<file path="src/rtl/seq_pkg.sv">
// Shared types and constants for the datapath sequencer: states, opcodes, ULA codes, field positions.
// SEQ_SINGLE_STEP_EN adds the WAIT state used for single-step execution.
package seq_pkg;

  localparam int unsigned PC_W    = 8;
  localparam int unsigned INSTR_W = 16;
  localparam int unsigned RA_W    = 3;
  localparam int unsigned DATA_W  = 8;
  localparam int unsigned CTRL_W  = 3;
  localparam int unsigned OFF_W   = 5;

  // Instruction field positions
  localparam int unsigned OP_LSB   = 14;
  localparam int unsigned HALT_BIT = 13;
  localparam int unsigned RD_LSB   = 11;
  localparam int unsigned RS_LSB   = 8;
  localparam int unsigned RT_LSB   = 5;
  localparam int unsigned FUNC_LSB = 0;
  localparam int unsigned IMM_LSB  = 0;
  localparam int unsigned OFF_LSB  = 0;

  localparam logic [CTRL_W-1:0] ALU_AND  = 3'b000;
  localparam logic [CTRL_W-1:0] ALU_OR   = 3'b001;
  localparam logic [CTRL_W-1:0] ALU_ADD  = 3'b010;
  localparam logic [CTRL_W-1:0] ALU_SUB  = 3'b110;
  localparam logic [CTRL_W-1:0] ALU_SLT  = 3'b111;
  localparam logic [CTRL_W-1:0] ADD_CTRL = ALU_ADD;
  localparam logic [CTRL_W-1:0] SUB_CTRL = ALU_SUB;

  typedef enum logic [2:0] {
    ST_IDLE   = 3'd0,
    ST_FETCH  = 3'd1,
    ST_DECODE = 3'd2,
    ST_EXEC   = 3'd3,
    ST_WB     = 3'd4,
    ST_HALT   = 3'd5
`ifdef SEQ_SINGLE_STEP_EN
    ,
    ST_WAIT   = 3'd6
`endif
  } state_e;

  typedef enum logic [1:0] {
    OP_R   = 2'b00,
    OP_I   = 2'b01,
    OP_BEQ = 2'b10,
    OP_SYS = 2'b11
  } op_e;

  typedef struct packed {
    op_e                 op;
    logic                is_halt;
    logic [RA_W-1:0]     ra1;
    logic [RA_W-1:0]     ra2;
    logic [RA_W-1:0]     wa3;
    logic [CTRL_W-1:0]   alu_ctrl;
    logic                alu_src;
    logic [DATA_W-1:0]   imm;
    logic [PC_W-1:0]     br_off;
    logic [PC_W-1:0]     jmp_target;
  } dec_t;

endpackage

</file>
<file path="src/rtl/datapath_sequencer_if.sv">
// Sequencer <-> ROM / register file / SrcB mux / ULA signal bundle.
interface datapath_sequencer_if;
  import seq_pkg::*;

  logic [PC_W-1:0]    pc;
  logic [INSTR_W-1:0] instr;
  logic [RA_W-1:0]    rf_ra1;
  logic [RA_W-1:0]    rf_ra2;
  logic [RA_W-1:0]    rf_wa3;
  logic               rf_we3;
  logic [CTRL_W-1:0]  alu_ctrl;
  logic               alu_src;
  logic [DATA_W-1:0]  imm;
  logic               alu_zero;

  modport master (
    output pc, rf_ra1, rf_ra2, rf_wa3, rf_we3, alu_ctrl, alu_src, imm,
    input  instr, alu_zero
  );

  modport slave (
    input  pc, rf_ra1, rf_ra2, rf_wa3, rf_we3, alu_ctrl, alu_src, imm,
    output instr, alu_zero
  );

endinterface

</file>
<file path="src/rtl/seq_decode.sv">
// Combinational instruction decode: splits an instruction word into datapath controls and pc operands.
module seq_decode
  import seq_pkg::*;
(
  input  logic [INSTR_W-1:0] ir,
  output dec_t               dec
);

  always_comb begin
    dec            = '0;
    dec.op         = op_e'(ir[OP_LSB +: 2]);
    dec.is_halt    = ir[HALT_BIT];
    dec.ra1        = ir[RS_LSB +: RA_W];
    dec.ra2        = ir[RT_LSB +: RA_W];
    dec.wa3        = ir[RD_LSB +: RA_W];
    dec.imm        = ir[IMM_LSB +: DATA_W];
    dec.br_off     = {{(PC_W-OFF_W){ir[OFF_LSB+OFF_W-1]}}, ir[OFF_LSB +: OFF_W]};
    dec.jmp_target = ir[PC_W-1:0];
    // BEQ compares by subtracting; I-type adds the immediate
    unique case (dec.op)
      OP_R:    begin dec.alu_ctrl = ir[FUNC_LSB +: CTRL_W]; dec.alu_src = 1'b0; end
      OP_I:    begin dec.alu_ctrl = ADD_CTRL;               dec.alu_src = 1'b1; end
      OP_BEQ:  begin dec.alu_ctrl = SUB_CTRL;               dec.alu_src = 1'b0; end
      default: begin dec.alu_ctrl = ADD_CTRL;               dec.alu_src = 1'b0; end
    endcase
  end

endmodule

</file>
<file path="src/rtl/datapath_sequencer.sv">
// Multi-cycle control FSM and pc for the register file / SrcB mux / ULA datapath.
// Define SEQ_SINGLE_STEP_EN to add the step input and a WAIT state between instructions.
module datapath_sequencer
  import seq_pkg::*;
(
  input  logic                 iCLK,
  input  logic                 iRST_N,
  input  logic                 start,
`ifdef SEQ_SINGLE_STEP_EN
  input  logic                 step,
`endif
  datapath_sequencer_if.master bus,
  output logic                 busy,
  output logic                 done,
  output logic [2:0]           state_dbg
);

  state_e             state_q, state_nx, resume_st;
  logic [PC_W-1:0]    pc_q, pc_nx;
  logic [INSTR_W-1:0] ir_q, ir_nx, ir_view;
  logic [RA_W-1:0]    ra1_q, ra1_nx, ra2_q, ra2_nx, wa3_q, wa3_nx;
  logic               we3_q, we3_nx;
  logic [CTRL_W-1:0]  ctrl_q, ctrl_nx;
  logic               src_q, src_nx;
  logic [DATA_W-1:0]  imm_q, imm_nx;
  logic               busy_q, busy_nx, done_q, done_nx;
  dec_t               dec;

  // Controls are loaded on leaving DECODE, so decode the ROM word directly in that state
  assign ir_view = (state_q == ST_DECODE) ? bus.instr : ir_q;

  seq_decode u_decode (
    .ir  (ir_view),
    .dec (dec)
  );

`ifdef SEQ_SINGLE_STEP_EN
  logic step_q, step_rise;
  assign step_rise = step & ~step_q;
  assign resume_st = ST_WAIT;

  always_ff @(posedge iCLK or negedge iRST_N) begin
    if (!iRST_N) step_q <= 1'b0;
    else         step_q <= step;
  end
`else
  assign resume_st = ST_FETCH;
`endif

  always_ff @(posedge iCLK or negedge iRST_N) begin
    if (!iRST_N) begin
      state_q <= ST_IDLE;
      pc_q    <= '0;
      ir_q    <= '0;
      ra1_q   <= '0;
      ra2_q   <= '0;
      wa3_q   <= '0;
      we3_q   <= 1'b0;
      ctrl_q  <= ADD_CTRL;
      src_q   <= 1'b0;
      imm_q   <= '0;
      busy_q  <= 1'b0;
      done_q  <= 1'b0;
    end else begin
      state_q <= state_nx;
      pc_q    <= pc_nx;
      ir_q    <= ir_nx;
      ra1_q   <= ra1_nx;
      ra2_q   <= ra2_nx;
      wa3_q   <= wa3_nx;
      we3_q   <= we3_nx;
      ctrl_q  <= ctrl_nx;
      src_q   <= src_nx;
      imm_q   <= imm_nx;
      busy_q  <= busy_nx;
      done_q  <= done_nx;
    end
  end

  always_comb begin
    state_nx = state_q;
    pc_nx    = pc_q;
    ir_nx    = ir_q;
    ra1_nx   = ra1_q;
    ra2_nx   = ra2_q;
    wa3_nx   = wa3_q;
    we3_nx   = 1'b0;
    ctrl_nx  = ctrl_q;
    src_nx   = src_q;
    imm_nx   = imm_q;
    unique case (state_q)
      ST_IDLE, ST_HALT: begin
        if (start) begin
          pc_nx    = '0;
          state_nx = ST_FETCH;
        end
      end
      ST_FETCH: state_nx = ST_DECODE;
      ST_DECODE: begin
        ir_nx = bus.instr;
        if (dec.op == OP_SYS) begin
          if (dec.is_halt) begin
            state_nx = ST_HALT;
          end else begin
            pc_nx    = dec.jmp_target;
            state_nx = resume_st;
          end
        end else begin
          ra1_nx   = dec.ra1;
          ra2_nx   = dec.ra2;
          wa3_nx   = dec.wa3;
          ctrl_nx  = dec.alu_ctrl;
          src_nx   = dec.alu_src;
          imm_nx   = dec.imm;
          state_nx = ST_EXEC;
        end
      end
      ST_EXEC: begin
        if (dec.op == OP_BEQ) begin
          pc_nx    = bus.alu_zero ? (pc_q + PC_W'(1) + dec.br_off) : (pc_q + PC_W'(1));
          state_nx = resume_st;
        end else begin
          we3_nx   = 1'b1;
          state_nx = ST_WB;
        end
      end
      ST_WB: begin
        pc_nx    = pc_q + PC_W'(1);
        state_nx = resume_st;
      end
`ifdef SEQ_SINGLE_STEP_EN
      ST_WAIT: begin
        if (step_rise) state_nx = ST_FETCH;
      end
`endif
      default: state_nx = ST_IDLE;
    endcase
    busy_nx = (state_nx != ST_IDLE) && (state_nx != ST_HALT);
    done_nx = (state_nx == ST_HALT);
  end

  assign bus.pc       = pc_q;
  assign bus.rf_ra1   = ra1_q;
  assign bus.rf_ra2   = ra2_q;
  assign bus.rf_wa3   = wa3_q;
  assign bus.rf_we3   = we3_q;
  assign bus.alu_ctrl = ctrl_q;
  assign bus.alu_src  = src_q;
  assign bus.imm      = imm_q;
  assign busy         = busy_q;
  assign done         = done_q;
  assign state_dbg    = 3'(state_q);

endmodule
</file>
<file path="src/flat_wrapper.sv">
// flat-port wrapper written by rule: the top's interface ports become plain ports
module datapath_sequencer_flat import seq_pkg::*;
  (iCLK, iRST_N, start, busy, done, state_dbg, bus_pc, bus_rf_ra1, bus_rf_ra2, bus_rf_wa3, bus_rf_we3, bus_alu_ctrl, bus_alu_src, bus_imm, bus_instr, bus_alu_zero);
  datapath_sequencer_if bus_i ();
  input  logic iCLK;
  input  logic iRST_N;
  input  logic start;
  output logic busy;
  output logic done;
  output logic [2:0] state_dbg;
  output wire logic [$bits(bus_i.pc)-1:0] bus_pc;
  output wire logic [$bits(bus_i.rf_ra1)-1:0] bus_rf_ra1;
  output wire logic [$bits(bus_i.rf_ra2)-1:0] bus_rf_ra2;
  output wire logic [$bits(bus_i.rf_wa3)-1:0] bus_rf_wa3;
  output wire logic [$bits(bus_i.rf_we3)-1:0] bus_rf_we3;
  output wire logic [$bits(bus_i.alu_ctrl)-1:0] bus_alu_ctrl;
  output wire logic [$bits(bus_i.alu_src)-1:0] bus_alu_src;
  output wire logic [$bits(bus_i.imm)-1:0] bus_imm;
  input wire logic [$bits(bus_i.instr)-1:0] bus_instr;
  input wire logic [$bits(bus_i.alu_zero)-1:0] bus_alu_zero;
  assign bus_pc = bus_i.pc;
  assign bus_rf_ra1 = bus_i.rf_ra1;
  assign bus_rf_ra2 = bus_i.rf_ra2;
  assign bus_rf_wa3 = bus_i.rf_wa3;
  assign bus_rf_we3 = bus_i.rf_we3;
  assign bus_alu_ctrl = bus_i.alu_ctrl;
  assign bus_alu_src = bus_i.alu_src;
  assign bus_imm = bus_i.imm;
  assign bus_i.instr = bus_instr;
  assign bus_i.alu_zero = bus_alu_zero;
  datapath_sequencer u_core (.iCLK(iCLK), .iRST_N(iRST_N), .start(start), .bus(bus_i), .busy(busy), .done(done), .state_dbg(state_dbg));
endmodule
</file>
<file path="config.mk">
export PLATFORM = sky130hd
export DESIGN_NAME = datapath_sequencer_flat
export DESIGN_NICKNAME = d
export VERILOG_FILES = /design/src/rtl/seq_pkg.sv /design/src/rtl/datapath_sequencer_if.sv /design/src/rtl/seq_decode.sv /design/src/rtl/datapath_sequencer.sv /design/src/flat_wrapper.sv
export SDC_FILE = /design/constraint.sdc
export NUM_CORES = 1
export LEC_CHECK = 0
export BUFFER_PORTS_ARGS = -buffer_cell sky130_fd_sc_hd__buf_2
export CORE_MARGIN = 4
export CORE_UTILIZATION = 55
export CTS_CLUSTER_SIZE = 8
export DETAILED_ROUTE_END_ITERATION = 10
export GPL_TIMING_DRIVEN = 1
export PLACE_DENSITY = 0.82
export SYNTH_ARGS = -nofsm -noshare
export SYNTH_HDL_FRONTEND = slang
export SYNTH_SLANG_ARGS = --single-unit
export TNS_END_PERCENT = 100
</file>
<file path="constraint.sdc">
create_clock -name iCLK -period 8.4 [get_ports iCLK]
set_input_delay 1.26 -clock iCLK [delete_from_list [all_inputs] [get_ports iCLK]]
set_output_delay 1.26 -clock iCLK [all_outputs]
set_load 0.01 [all_outputs]
</file>
==> results of run 1 <==
registers in the layout (all words and copies together), names as in the netlist, 3 cells and up:
signal,cells
u_core.bus.pc,8
u_core.bus.imm,7
u_core.ir_q,7
u_core.bus.alu_ctrl,3
u_core.bus.rf_ra1,3
u_core.bus.rf_wa3,3
u_core.state_dbg,3
per-layer routing:
metal,vias up,GRT usage (%),wire [µm]
li1,878,-,-
met1,889,28.46,2228
met4,0,7.582,104
met3,11,5.679,444
met2,82,33.47,2355
met5,-,0,0
power by group through the flow:
stage	registers, mW	clock network, mW	logic (mW)
after global placement	0.349	0	0.631
after global routing	0.365	0.133	0.721
final	0.350	0.123	0.649
after CTS	0.351	0.126	0.650
after floorplan	0.362	0	0.471
after detailed placement	0.354	0	0.647
worst paths after layout:
kind / end
max reg2reg: u_core.bus.alu_src
min: u_core.bus.rf_wa3[1]
min reg2reg: u_core.bus.rf_wa3[1]
max in group asynchronous: u_core.ir_q[2]
max: u_core.bus.alu_src
min in group asynchronous: u_core.ir_q[4]
through the flow:
step / power, mW / worst slack [ns] / util, %
after floorplan: 0.8328 / 5.461 / -
after global placement: 0.9798 / 5.117 / 63.72
after detailed placement: 1.001 / 5.046 / 63.72
after CTS: 1.127 / 5.108 / 65.75
after global routing: 1.219 / 4.877 / 65.75
final: 1.122 / 5.120 / 65.75
area by class of cell:
cell class | count | area (µm²)
Clock buffer | 7 | 76.32
Clock inverter | 1 | 5.005
Fill cell | 337 | 1370
Inverter | 9 | 33.78
Multi-Input combinational cell | 156 | 1205
Sequential cell | 39 | 977.2
Tap cell | 50 | 62.56
Timing Repair Buffer | 54 | 270.3
synthesized netlist by cell type, types with 3 or more instances:
cell,number,area share [%]
a21o_1,3,0.99
a21oi_1,14,3.1
a22o_1,5,1.9
a22oi_1,4,1.3
and3_1,4,1.1
buf_2,7,1.5
buf_4,3,0.99
dfrtp_1,38,42
ha_1,12,6.6
inv_1,7,1.1
mux2_2,22,11
mux2i_1,4,1.8
nand2_1,11,1.8
nand2b_1,4,1.1
nand3_1,7,1.5
nor2_1,10,1.6
nor2b_1,3,0.82
nor3_1,4,0.88
o21ai_0,12,2.6
xnor2_1,7,2.7
xor2_1,3,1.1
logic make-up (layout without fill, tap and decap cells):
group / Yosys count / count (layout) / synth area share [%]
AO/OA/AOI/OAI: 54 / 54 / 15.49
AND/OR/NAND/NOR: 51 / 51 / 11.93
XOR/XNOR: 11 / 11 / 4.543
flip-flops: 39 / 39 / 42.75
multiplexers: 27 / 27 / 13.19
adder cells (fa/ha/maj): 13 / 13 / 7.444
buffers and inverters: 21 / 71 / 4.652
cell usage in the layout (no fill, tap or decap), types with 3 or more instances in the layout:
master | Yosys | final
inv_1 | 7 | 7
a22oi_1 | 4 | 4
mux2i_1 | 4 | 4
a21o_1 | 3 | 3
nand2b_1 | 4 | 4
and3_1 | 4 | 4
nand2_1 | 11 | 11
dfrtp_1 | 38 | 38
nand3_1 | 7 | 7
xnor2_1 | 7 | 7
nor3_1 | 4 | 4
mux2_2 | 22 | 22
a21oi_1 | 14 | 14
clkbuf_8 | 0 | 5
buf_2 | 7 | 54
ha_1 | 12 | 12
xor2_1 | 3 | 3
a22o_1 | 5 | 5
nor2_1 | 10 | 10
o21ai_0 | 12 | 12
==> flow_summary.ini, run 1 <==
[detailed_routing]
count_of_nets_left_with_antenna_violations_after_detail_routing = 0
detailroute.via_count = 1860
post_drt_wl_per_cell_um = 16.24
drt_pass1_iterations = 4
number_of_design_rule_violations_left_by_the_first_detailed_router_iteration = 174
wirelength_mm = 5.132
drt-vias-per-instance = 5.886
drc = 0

[worst_setup_path]
crit_required_ns = 8.58
critical-path-top-delay-family = simple AND/OR/NAND/NOR gates
critical-path-slowest-cell = nor2b_2
worst_r2r_startpoint = u_core.state_dbg[0]
crit_buf_inv = 1
setup.worst_path.start_class = flop
cp_slowest_stage_delay_ns = 0.75
worstPathCellList = nor3b_4 > mux2i_1 > inv_1 > ha_1 > nor2b_2 > mux2_2
startpoint = u_core.state_dbg[0]
r2r.worst_path.cells = 6
setup.reg_to_reg.worst_slack_ns = 5.12
critical_path.max_fanout = 20
path_depth = 6
timing.critical_path.arrival_ns = 3.46
setup.worst_path.end_class = flop
timing_worst_setup_path_type = reg -> reg

[floorplanning]
die_width_um = 72.47
site_row_count = 23
design.portCount = 55
core_region_area_um2 = 4000
floorplan.die_area_um2 = 5252
initial_standard_cell_utilization_of_the_core_pct = 57.15
chipHeight_um = 72.47

[synth]
netlist_area_um2 = 2286
dominantRegCellSynth = dfrtp_1
synth.distinct_cells = 46
synth-warning-count = 0
synth-edff-count = 0
netlist_instances = 216
synth_async_sr_flop_share_pct = 100.0
yosys_register_bits = 39
net_count_after_synthesis = 249
seq_total_area_yosys_pct = 42.75
syn-mean-instance-area_um2 = 10.58

[clock_tree]
cts_inserted_buffers = 5
cts.repair.resized = 0
number_of_levels_in_the_clock_h_tree = 2
ctsRootBufferMaster = clkbuf_8
clkSinkCount = 39
tritoncts_clock_tree = done
postCtsHoldBufs = 0
clkTransAtPathRegs_ns = 0.07
cts_post_setup_buffers_inserted = 0
worstSkewPairLatency_ns = 0.29
ctsLongestPathBuffers = 2

[cells_and_area]
final_nets = 298
design_area_final_um2 = 2630
drive_gt1_share_pct = 35.34
layoutNonFillerInstCount = 316
synthToLayoutAreaGrowth_pct = 15.05
antenna-diode-count = 0

[min_path]
min_delay_path_depth = 1
timing.hold.worst.class = reg -> reg
worstHoldStart = u_core.bus.rf_wa3[1]

[timing]
period_share_pct = 39.05
worst_clock_skew_ns = 0.005390
grt_setup_unrepaired = no
final.hold.worst_slack_ns = 0.5024
setup_viol = 0
finalSetupTns_ns = 0
clock.fmax_mhz = 304.9
maxSlewViolCount = 0
headroom_to_the_max_slew_limit_pct = 36.96
clock_period_minus_worst_slack_ns = 3.280
hold_violation_total_from_the_final_report = 0
worstMarginPinSlew_ns = 0.9413

[place]
routabilityCongestion = 0.9591
placedCellCount = 308
placement.cell_area_um2 = 2549
numPortBuffers = 54
dp_hpwl_mm = 3.850

[job]
timing.max_cap.violations = 0

[grt]
grt-ovfl-total = 0
number_of_global_route_vias_before_repair = 1823
grt_antenna_before_repair = 0
globalRouteTotalUtil_pct = 21.31
grt_first_pass_wirelength_mm = 8.645
grt_start_max_net_pins = 40

[power]
max_vdd_drop_uv = 220.6
switching_share_pct = 43.75
internal_power_uw = 631.1
power_density_nw_per_um2 = 426.6
p_switching_uw = 490.9
seq_power_share_pct = 31.2
power_leakage_nw = 1.266
clock_power_share_pct = 11.0
power.share.combinational_pct = 57.8

[outcome]
status = complete, no violations
No activity file was read; power rests on OpenSTA's default activity.
==> run 2: changes to the inputs <==
CORE_UTILIZATION = 53   (was 55)
PLACE_DENSITY = 0.79   (was 0.82)
clock period = 3.1 ns   (was 8.4 ns; I/O delays follow)
==> run 2 against run 1 <==
Final cell count increased by 2.2%. First-iteration DRC count decreased by 57%. Worst setup slack got worse by 4.9 ns. Combinational power increased to 2.9 times the previous value. Clock power increased to 3.0 times the previous value. Design area increased by 2.5%. Global-route usage decreased by 0.65 points. Wire length increased by 1.9%. Largest power group unchanged. Total power increased to 2.8 times the previous value. Sequential cell count unchanged. Critical endpoint is now u_core.bus.pc[7].
==> flow_summary.ini, run 2 (synthesis gave the netlist of run 1 again) <==
[place]
dp_hpwl_mm = 3.988
routabilityCongestion = 0.9566
numPortBuffers = 54
placedCellCount = 315
placement.cell_area_um2 = 2601
pre_cts_slack_ns = 0.3325

[clock_tree]
postCtsHoldBufs = 0
number_of_levels_in_the_clock_h_tree = 2
cts.repair.resized = 0
cts_post_setup_buffers_inserted = 0
worstSkewPairLatency_ns = 0.30
cts_inserted_buffers = 5
clkSinkCount = 39
ctsLongestPathBuffers = 2
ctsRootBufferMaster = clkbuf_8
clkTransAtPathRegs_ns = 0.08
tritoncts_clock_tree = done

[min_path]
timing.hold.worst.class = in -> async

[cells_and_area]
synthToLayoutAreaGrowth_pct = 17.95
largest_register_ff_count = 8
antenna-diode-count = 0
fill_cells = 327
drive_gt1_share_pct = 37.36
final_nets = 305
layoutNonFillerInstCount = 323
design_area_final_um2 = 2696
layout_common_cells = buf_2 (54), dfrtp_1 (38), mux2_2 (22)
final_common_cell = buf_2

[timing]
finalSetupTns_ns = 0
final_critical_path_setup_slack_ns = 0.2605
clock.fmax_mhz = 352.2
headroom_to_the_max_slew_limit_pct = 43.45
worstMarginPinSlew_ns = 0.8483
worst_clock_skew_ns = 0.007743
period_share_pct = 91.60
maxSlewViolCount = 0
hold_violation_total_from_the_final_report = 0
setup_viol = 0
grt_setup_unrepaired = no
clock_period_minus_worst_slack_ns = 2.840

[detailed_routing]
number_of_design_rule_violations_left_by_the_first_detailed_router_iteration = 75
count_of_nets_left_with_antenna_violations_after_detail_routing = 0
drt-vias-per-instance = 5.638
wirelength_mm = 5.228
detailroute.via_count = 1821
drc = 0
drt_pass1_iterations = 4
post_drt_wl_per_cell_um = 16.19

[floorplanning]
floorplan.die_area_um2 = 5428
initial_standard_cell_utilization_of_the_core_pct = 55.94
die_width_um = 73.68
chipHeight_um = 73.68
design.portCount = 55
core_region_area_um2 = 4086
site_row_count = 23

[worst_setup_path]
cp_slowest_stage_delay_ns = 0.41
critical_path.max_fanout = 7
critical-path-top-delay-family = compound AO/OA/AOI/OAI gates
timing_worst_setup_path_type = reg -> reg
worstPathCellList = nor3b_4 > buf_4 > mux2_2 > ha_1 > a211oi_1 > nor2_1 > a21oi_1 > o211ai_1 > and4_1 > o31ai_2
setup.worst_path.start_class = flop
crit_buf_inv = 1
critical-path-slowest-cell = dfrtp_1
crit_required_ns = 3.30
setup.worst_path.end_class = flop
timing.critical_path.arrival_ns = 3.04

[power]
power_leakage_nw = 1.307
post-layout-total-power_mw = 3.144
max_vdd_drop_uv = 618.6
power_density_nw_per_um2 = 1166

[grt]
globalRouteTotalUtil_pct = 20.66
number_of_global_route_vias_before_repair = 1749
grt_start_max_net_pins = 40
grt_first_pass_wirelength_mm = 8.431
grt_antenna_before_repair = 0
grt-ovfl-total = 0

[job]
timing.max_cap.violations = 0

[outcome]
status = complete, no violations
==> run 2: changes by cell type in the layout (fill, tap and decap cells not counted), sizes merged <==
cell,change
buf,+7
==> run 2: worst paths after layout <==
| path | to | depth (start not counted) | slack (ns) | startpoint |
|---|---|---|---|---|
| worst max-delay path | u_core.bus.pc[7] | 10 | 0.26 | u_core.state_dbg[0] |
| worst min-delay path | u_core.bus.pc[3] | 1 | 0.27 | iRST_N |
| worst max register to register | u_core.bus.pc[7] | 10 | 0.26 | u_core.state_dbg[0] |
| worst min register to register | u_core.bus.rf_wa3[0] | 1 | 0.50 | u_core.bus.rf_wa3[0] |
| max in group asynchronous | u_core.bus.pc[2] | 1 | 2.28 | iRST_N |
| min in group iCLK | u_core.bus.rf_wa3[0] | 2 | 0.39 | bus_instr[11] |
==> run 2: layout make-up <==
class | count | area [µm²] | share of cell area (%)
multi-input combinational | 156 | 1205 | 44.69
sequential | 39 | 977.2 | 36.24
timing repair buffer | 61 | 322.8 | 11.97
clock buffer | 7 | 86.33 | 3.202
tap | 50 | 62.56 | 2.320
inverter | 9 | 33.78 | 1.253
clock inverter | 1 | 8.758 | 0.3248
==> run 2: stage by stage <==
stage / hold WS (ns) / util, %
after floorplan: 0.1694 / -
after global placement: 0.4839 / 63.66
after detailed placement: 0.4872 / 63.66
after CTS: 0.3047 / 65.98
after global routing: 0.3411 / 65.98
final: 0.2680 / 65.98
==> run 2: power by group <==
group / internal [mW] / total (mW) / switching, mW
clock: 0.182 / 0.363 / 0.181
combinational: 0.865 / 1.87 / 1.01
sequential: 0.751 / 0.908 / 0.157
total: 1.80 / 3.14 / 1.35
==> run 2: routing by layer <==
layer,track usage (%),share of wire (%)
met1,27.55,46
met2,32.09,46
met3,5.198,6.1
met4,8.249,2.1
met5,0,0
